### config.mk
export PLATFORM = sky130hd
export DESIGN_NAME = hazard_stall_controller
export DESIGN_NICKNAME = d
export VERILOG_FILES = /design/src/rtl/hazard_pkg.sv /design/src/rtl/hazard_compare.sv /design/src/rtl/hazard_stall_controller.sv
export SDC_FILE = /design/constraint.sdc
export NUM_CORES = 1
export LEC_CHECK = 0
export CORE_ASPECT_RATIO = 2
export CORE_MARGIN = 2
export CORE_UTILIZATION = 29
export CTS_CLUSTER_SIZE = 24
export DETAILED_ROUTE_END_ITERATION = 7
export PLACE_DENSITY = 0.63
export SETUP_SLACK_MARGIN = 0.02
export SLEW_MARGIN = 20
export SYNTH_ARGS = -nofsm -noshare
export SYNTH_HDL_FRONTEND = slang
export SYNTH_SLANG_ARGS = --single-unit
export TNS_END_PERCENT = 10
### constraint.sdc
create_clock -name clk -period 2.27 [get_ports clk]
set_input_delay 0.3405 -clock clk [delete_from_list [all_inputs] [get_ports clk]]
set_output_delay 0.3405 -clock clk [all_outputs]
set_load 0.02 [all_outputs]
### src/rtl/hazard_pkg.sv
// hazard_pkg: shared FSM state encoding and default register-address width
package hazard_pkg;
    localparam int REG_ADDR_W_DEF = 3;
    typedef enum logic [1:0] {
        ST_RUN   = 2'd0,
        ST_DRAIN = 2'd1,
        ST_PUSH  = 2'd2,
        ST_JUMP  = 2'd3
    } state_t;
endpackage

### src/rtl/hazard_compare.sv
// hazard_compare: RAW matcher of decode sources against EX and MEM destinations
module hazard_compare #(
    parameter int W = 3
) (
    input  logic [W-1:0] src1_addr,
    input  logic [W-1:0] src2_addr,
    input  logic         src1_used,
    input  logic         src2_used,
    input  logic         ex_en,
    input  logic [W-1:0] ex_addr,
    input  logic         mem_en,
    input  logic [W-1:0] mem_addr,
    output logic         hz
);
    logic ex_hit, mem_hit;
    assign ex_hit  = (src1_used && src1_addr == ex_addr) || (src2_used && src2_addr == ex_addr);
    assign mem_hit = (src1_used && src1_addr == mem_addr) || (src2_used && src2_addr == mem_addr);
    assign hz      = (ex_en && ex_hit) || (mem_en && mem_hit);
endmodule

### src/rtl/hazard_stall_controller.sv
// hazard_stall_controller: load-use stall, branch flush and interrupt entry sequencing.
// Define HAZ_NO_FORWARD_EN to stall on any RAW match against EX or MEM (no forwarding).
module hazard_stall_controller
    import hazard_pkg::*;
#(
    parameter int REG_ADDR_W   = REG_ADDR_W_DEF,
    parameter int DRAIN_CYCLES = 2,
    parameter int CNT_W        = 16
) (
    input  logic                  clk,
    input  logic                  reset,
    input  logic [REG_ADDR_W-1:0] id_src1_addr,
    input  logic [REG_ADDR_W-1:0] id_src2_addr,
    input  logic                  id_src1_used,
    input  logic                  id_src2_used,
    input  logic                  ex_reg_write,
    input  logic                  ex_mem_read,
    input  logic [REG_ADDR_W-1:0] ex_wr_addr,
    input  logic                  mem_reg_write,
    input  logic [REG_ADDR_W-1:0] mem_wr_addr,
    input  logic                  branch_taken,
    input  logic                  int_req,
    output logic                  pc_stall,
    output logic                  ifid_stall,
    output logic                  ifid_flush,
    output logic                  idex_bubble,
    output logic                  int_push,
    output logic                  int_jump,
    output logic                  int_ack,
    output logic [CNT_W-1:0]      stall_count
);
    state_t state, state_n;
    logic [2:0] drain_cnt, drain_n;
    logic int_pending, pend_n;
    logic hz, ex_en, mem_en;
    logic [REG_ADDR_W-1:0] mem_addr;

`ifdef HAZ_NO_FORWARD_EN
    assign ex_en    = ex_reg_write;
    assign mem_en   = mem_reg_write;
    assign mem_addr = mem_wr_addr;
`else
    logic unused_mem;
    assign unused_mem = ^{mem_reg_write, mem_wr_addr};
    assign ex_en      = ex_reg_write && ex_mem_read;
    assign mem_en     = 1'b0;
    assign mem_addr   = '0;
`endif

    hazard_compare #(.W(REG_ADDR_W)) u_cmp (
        .src1_addr(id_src1_addr),
        .src2_addr(id_src2_addr),
        .src1_used(id_src1_used),
        .src2_used(id_src2_used),
        .ex_en(ex_en),
        .ex_addr(ex_wr_addr),
        .mem_en(mem_en),
        .mem_addr(mem_addr),
        .hz(hz)
    );

    always_ff @(posedge clk or posedge reset) begin
        if (reset) begin
            state       <= ST_RUN;
            drain_cnt   <= '0;
            int_pending <= 1'b0;
            stall_count <= '0;
        end else begin
            state       <= state_n;
            drain_cnt   <= drain_n;
            int_pending <= pend_n;
            if (pc_stall && stall_count != '1) stall_count <= stall_count + CNT_W'(1);
        end
    end

    // The RUN cycle that accepts an interrupt is the first of DRAIN_CYCLES bubbles.
    always_comb begin
        state_n     = state;
        drain_n     = drain_cnt;
        pend_n      = int_pending || int_req;
        pc_stall    = 1'b0;
        ifid_stall  = 1'b0;
        ifid_flush  = 1'b0;
        idex_bubble = 1'b0;
        int_push    = 1'b0;
        int_jump    = 1'b0;
        int_ack     = 1'b0;
        case (state)
            ST_RUN: begin
                if (branch_taken) begin
                    ifid_flush  = 1'b1;
                    idex_bubble = 1'b1;
                end else if (hz) begin
                    {pc_stall, ifid_stall, idex_bubble} = 3'b111;
                end else if (int_pending || int_req) begin
                    {pc_stall, ifid_stall, idex_bubble} = 3'b111;
                    state_n = (DRAIN_CYCLES == 1) ? ST_PUSH : ST_DRAIN;
                    drain_n = 3'(DRAIN_CYCLES - 1);
                    pend_n  = 1'b0;
                end
            end
            ST_DRAIN: begin
                {pc_stall, ifid_stall, idex_bubble} = 3'b111;
                drain_n = drain_cnt - 3'd1;
                state_n = (drain_cnt == 3'd1) ? ST_PUSH : ST_DRAIN;
            end
            ST_PUSH: begin
                {pc_stall, ifid_stall, idex_bubble, int_push} = 4'b1111;
                state_n = ST_JUMP;
            end
            default: begin
                {int_jump, int_ack, ifid_flush, idex_bubble} = 4'b1111;
                state_n = ST_RUN;
            end
        endcase
        if (reset) begin
            {pc_stall, ifid_stall, ifid_flush, idex_bubble} = 4'b0000;
            {int_push, int_jump, int_ack} = 3'b000;
        end
    end
endmodule

==> results of run 1 <==
-- critical path, cell delays in order, from the launching register on --
cell             delay, ns
dfrtp_1               0.35
buf_4                 0.13
ha_1                  0.28
nor2b_1               0.20
clkdlybuf4s50_1       0.62
-- what timing repair did --
| action | 4_1_cts | 5_1_grt |
|---|---|---|
| endpoints found under the setup margin | 3 | 10 |
| resized for setup | 8 | 7 |
| setup buffers | 0 | 0 |
| hold endpoints to repair | 0 | 0 |
| pin swaps | 0 | 3 |
| hold buffers | 0 | 0 |
-- sequential cells by signal, summed over array words and instances, names as in the netlist --
signal / cells
drain_cnt: 3
stall_count: 16
state: 2
int_pending: 1
-- final timing paths --
path	from	endpoint	slack, ns	depth (start not counted)
min in group asynchronous	reset	stall_count[12]$_DFFE_PP0P_	0.60	3
max in group asynchronous	reset	stall_count[2]$_DFFE_PP0P_	1.14	4
min	drain_cnt[1]$_DFFE_PP0P_	drain_cnt[1]$_DFFE_PP0P_	0.50	1
max	state[1]$_DFFE_PP0P_	int_ack	0.09	4
max reg2reg	state[0]$_DFFE_PP0P_	stall_count[15]$_DFFE_PP0P_	0.17	8
min reg2reg	drain_cnt[1]$_DFFE_PP0P_	drain_cnt[1]$_DFFE_PP0P_	0.50	1
-- cell usage in the layout (no fill, tap or decap), types with 2 or more instances in the layout --
master / count
nand2_1: 9
nor2b_1: 4
buf_4: 21
inv_1: 7
clkbuf_8: 3
nor2_1: 12
xor2_1: 5
xnor2_1: 16
clkbuf_2: 2
dfrtp_1: 22
nor3_1: 2
a31oi_1: 2
nand4_1: 8
and3_1: 3
nand3_1: 7
a21oi_1: 3
clkdlybuf4s50_1: 34
ha_1: 7
dlymetal6s2s_1: 2
-- final cells by class --
class | count | share of cell area
clock inverters | 1 | 0.0150
flip-flops and latches | 22 | 0.274
inverters | 7 | 0.0131
multi-input cells | 100 | 0.365
well taps | 54 | 0.0337
repair buffers | 61 | 0.278
clock buffers | 3 | 0.0206
-- through the flow --
step | util | std cells | total power, mW | setup slack, ns
2_1_floorplan | - | 132 | 1.18 | 0.199
3_3_place_gp | 0.441 | 244 | 1.69 | -0.328
3_5_place_dp | 0.441 | 244 | 1.69 | -0.345
4_1_cts | 0.459 | 248 | 2.07 | 0.00645
5_1_grt | 0.458 | 248 | 2.19 | -0.0486
6_report | 0.458 | 248 | 2.03 | 0.0878
-- logic make-up after synthesis --
| kind of cell | synth area share |
|---|---|
| fa+ha+maj | 0.0662 |
| mux | 0.0113 |
| buf+inv | 0.0397 |
| flops | 0.416 |
| simple gates | 0.228 |
| compound gates | 0.100 |
| xor+xnor | 0.139 |
-- power by group through the flow --
stage	combinational, mW	sequential [mW]	clock [mW]
2_1_floorplan	0.545	0.638	0
3_3_place_gp	1.12	0.565	0
3_5_place_dp	1.13	0.566	0
4_1_cts	1.13	0.559	0.382
5_1_grt	1.21	0.572	0.402
6_report	1.10	0.558	0.369
-- per-layer routing --
layer	up-vias	GRT usage	share of wire
met5	-	0	0
li1	583	-	-
met1	548	0.149	0.38
met3	4	0.0165	0.033
met4	0	0.0547	0.015
met2	21	0.264	0.57
==> summary.md, run 1 <==
| Metric | Value |
|---|---|
| Status | `finished clean` |
| Syn_nets | `160` |
| Clock share of power | `0.182` |
| Initial DRC count | `20` |
| Reg clk slew, reported paths | `0.08 ns` |
| Comb power frac | `0.543` |
| Initial antenna violation count | `0` |
| Unrepaired setup endpoints after global routing | `true` |
| #FFs+latches synth | `22` |
| Fillcell total | `436` |
| Area contributors post-synth | `dfrtp_1 42%, xnor2_1 11%, ha_1 6.6%, nand4_1 3.8%, nor2_1 3.7%` |
| RD Place Congestion | `0.727` |
| Flop pwr share | `0.275` |
| Num CTS Buffers | `3` |
| Sum Neg Setup Slack | `0 ns` |
| Finished Cell Area | `0.00201 mm2` |
| Area Growth Syn to Fin | `51.5%` |
| Share of cells above drive strength 1 | `0.201` |
| Final period utilization | `0.961` |
| Sw power | `0.728 mW` |
| Port buffer count | `39` |
| Remaining antenna violation count | `0` |
| CTS max path bufs | `2` |
| Final Net Count | `223` |
| YS warnings | `0` |
| Synth top cells by count | `22 x dfrtp_1, 16 x xnor2_1, 13 x nor2_1, 9 x nand2_1, 8 x nand4_1` |
| Drt pass-1 iters | `4` |
| Register area | `551 um2` |
| HP Class | `reg -> reg` |
| Fin Hold WS | `0.502 ns` |
| CP Capture Type | `output pin` |
| CTS root buf | `clkbuf_8` |
| Final HPWL from detailed placement | `2.58 mm` |
| Row count | `34` |
| CTS tree | `yes` |
| GR Overflow Total | `0` |
| Routed wire length | `3.16 mm` |
| Multi-input logic area | `732 um2` |
| Clk_skew | `0.00476 ns` |
| Die area | `0.00515 mm2` |
| Fmax | `458 MHz` |
| Max-Slew Margin vs Limit | `0.668` |
| Critical Path RT | `1.93 ns` |
| Antenna diode count | `0` |
| Post-synth top area cell | `dfrtp_1` |
| Core footprint | `0.00438 mm2` |
| Pwr dens | `1010 mW/mm2` |
| First-pass GRT wire length | `5.50 mm` |
| Post-synth EDFFs | `0` |
| Syn_area_per_cell | `10.0 um2` |
| Internal | `1.30 mW` |
| CTS Sinks | `22` |
| Main flop type after synthesis | `dfrtp_1` |
| Final setup violation count | `0` |
| Worst EP arrival | `1.84 ns` |
| Switching part of the total | `0.359` |
| Synth top area share | `0.416` |
| Synth Cell Area | `0.00132 mm2` |
| Initial Util | `0.302` |
| Width of the die | `51.8 um` |
| Later-pin clock latency in the skew report | `0.27 ns` |
| Via Count | `1156` |
| Highest net fanout along the worst path | `6` |
| Max-cap viol count | `0` |
| Avg WL per Cell | `12.7 um` |
| Leak | `0.910 nW` |
| Setup CP Type | `reg -> out` |
| Worst-margin pin slew | `0.497 ns` |
| Largest net degree at the start of global routing | `16` |
| Ports | `44` |
| # DRC | `0` |
| Post-synthesis async set-or-reset flop share | `1.00` |
| Sequential area share after synthesis | `0.416` |
| Number of vias per cell | `4.66` |
| Global Route Usage Sum | `0.140` |
| Vias in the first global route | `1213` |
| Post-Synthesis Cells | `132` |
| H-tree depth | `1` |
| Die Y | `99.6 um` |
| Final Hold Viols | `0` |
| Maximum VDD drop | `0.784 mV` |
| Placed Area | `0.00193 mm2` |
| Final Max Tran Viols | `0` |
| CP Launch Type | `flip-flop` |
| Tmin final | `2.18 ns` |
| Synth unique cells | `35` |
| Most numerous cell in the Yosys netlist | `dfrtp_1` |
Note: power is estimated with default switching activity, not from simulation.
==> inputs of run 2 (changes only) <==
- RECOVER_POWER: not set -> 100
- clock period: 2.27 -> 2.5 ns (I/O delays scaled with it)
==> summary.md, run 2 (same netlist as run 1, synthesis figures left out) <==
| Metric | Value |
|---|---|
| Width of the die | `51.8 um` |
| Placed Area | `0.00185 mm2` |
| Max-Slew Margin vs Limit | `0.348` |
| Top reg by flops | `stall_count` |
| Area Growth Syn to Fin | `41.5%` |
| Final HPWL from detailed placement | `2.45 mm` |
| Ports | `44` |
| Vias in the first global route | `1160` |
| Die area | `0.00515 mm2` |
| R2R Setup Slk | `0.23 ns` |
| Post-layout util | `0.427` |
| Largest net degree at the start of global routing | `19` |
| Num CTS Buffers | `3` |
| Hold buffer count at CTS | `0` |
| Inst Count DP | `234` |
| CTS tree | `yes` |
| Critical Path RT | `2.12 ns` |
| GR Overflow Total | `0` |
| Setup ws final | `0.137 ns` |
| Worst-margin pin slew | `0.977 ns` |
| CP Launch Type | `input pin` |
| First-pass GRT wire length | `5.31 mm` |
| Routed wire length | `3.08 mm` |
| Avg WL per Cell | `12.9 um` |
| Final Net Count | `213` |
| Worst EP arrival | `1.99 ns` |
| Initial DRC count | `8` |
| Maximum VDD drop | `0.885 mV` |
| Top Registers | `stall_count: 16 flops, drain_cnt: 3 flops, state: 2 flops` |
| CTS Sinks | `22` |
| Fin cells | `238` |
| Setup CP Type | `in -> out` |
| Row count | `34` |
| Highest net fanout along the worst path | `5` |
| Status | `finished clean` |
| Final Max Tran Viols | `0` |
| Fmax | `423 MHz` |
| Remaining antenna violation count | `0` |
| HP Class | `reg -> reg` |
| Antenna diode count | `0` |
| Final setup violation count | `0` |
| RD Place Congestion | `0.738` |
| Reg clk slew, reported paths | `0.08 ns` |
| Initial antenna violation count | `0` |
| Clk_skew | `0.00242 ns` |
| CP Capture Type | `output pin` |
| Share of cells above drive strength 1 | `0.0924` |
| H-tree depth | `1` |
| Final period utilization | `0.945` |
| Port buffer count | `39` |
| # DRC | `0` |
| Pwr dens | `885 mW/mm2` |
| Commonest non-fill, non-tap cells in the layout | `22 x dfrtp_1, 21 x dlygate4sd3_1, 16 x xnor2_1, 15 x clkdlybuf4s50_1, 13 x nor2_1` |
| Core footprint | `0.00438 mm2` |
| Leak | `0.839 nW` |
| Later-pin clock latency in the skew report | `0.26 ns` |
| Number of vias per cell | `4.63` |
| CTS max path bufs | `2` |
| Die Y | `99.6 um` |
| Drt pass-1 iters | `2` |
| Max-cap viol count | `0` |
| Global Route Usage Sum | `0.134` |
| Unrepaired setup endpoints after global routing | `true` |
| Tmin final | `2.36 ns` |
| Via Count | `1101` |
| Initial Util | `0.302` |
| Finished Cell Area | `0.00187 mm2` |
| Final Hold Viols | `0` |
| Pre-CTS setup slack | `-0.217 ns` |
| Commonest non-fill, non-tap cell in the layout | `dfrtp_1` |
| Largest register FFs | `16` |
| CTS root buf | `clkbuf_8` |
[run 2: cell types whose count changed in the layout (fill, tap and decap cells not counted), sizes merged]
| cell | before | now |
|---|---|---|
| buf | 23 | 7 |
| clkbuf | 5 | 8 |
| clkdlybuf4s15 | 0 | 1 |
| clkdlybuf4s50 | 34 | 15 |
| dlygate4sd2 | 0 | 2 |
| dlygate4sd3 | 0 | 21 |
| dlymetal6s2s | 2 | 0 |
[run 2: final timing paths]
| check | start | end | depth (start not counted) |
|---|---|---|---|
| max in group asynchronous | reset | stall_count[15]$_DFFE_PP0P_ | 4 |
| min in group asynchronous | reset | int_pending$_DFF_PP0_ | 3 |
| setup / recovery | reset | int_ack | 4 |
| setup reg to reg | stall_count[0]$_DFFE_PP0P_ | stall_count[15]$_DFFE_PP0P_ | 7 |
| hold reg to reg | drain_cnt[1]$_DFFE_PP0P_ | drain_cnt[1]$_DFFE_PP0P_ | 1 |
| hold / removal | drain_cnt[1]$_DFFE_PP0P_ | drain_cnt[1]$_DFFE_PP0P_ | 1 |
[run 2: metrics by stage]
step	power [mW]	setup TNS [ns]	hold WS, ns
global route	1.80	0	0.532
finish	1.66	0	0.497
floorplan	1.07	0	0.364
detailed placement	1.42	-0.601	0.480
global placement	1.42	-0.553	0.473
CTS	1.75	0	0.499
[run 2: repair_timing]
item	4_1_cts	5_1_grt
setup endpoints to repair	3	2
gates resized for setup	4	1
buffers inserted	0	0
pin swaps	0	0
[run 2: final cells by class]
| class | instances | area, um2 |
|---|---|---|
| fill | 440 | 2510 |
| multi-input combinational | 100 | 698 |
| sequential | 22 | 551 |
| timing repair buffer | 51 | 459 |
| tap | 54 | 67.6 |
| clock buffer | 3 | 41.3 |
| clock inverter | 1 | 30.0 |
| inverter | 7 | 26.3 |
[run 2: report_power, final]
group	total, mW	leakage (nW)	internal, mW	switching [mW]
sequential	0.538	0.281	0.443	0.0951
clock	0.334	0.0357	0.214	0.120
combinational	0.785	0.523	0.378	0.407
[run 2: worst max-delay path, cell delays in order]
cell and delay, ns:
dlygate4sd3_1 0.61, clkbuf_1 0.17, nor2b_1 0.14, dlygate4sd3_1 0.69
[run 2: routing by layer]
layer  wire length, um  part of all wire  global-route usage  up-vias
li1                  -                 -                   -      561
met1              1210              0.39               0.152      514
met2              1700              0.55               0.243       22
met3               129             0.042              0.0195        4
met4                44             0.014              0.0506        0
met5                 0                 0                   0        -
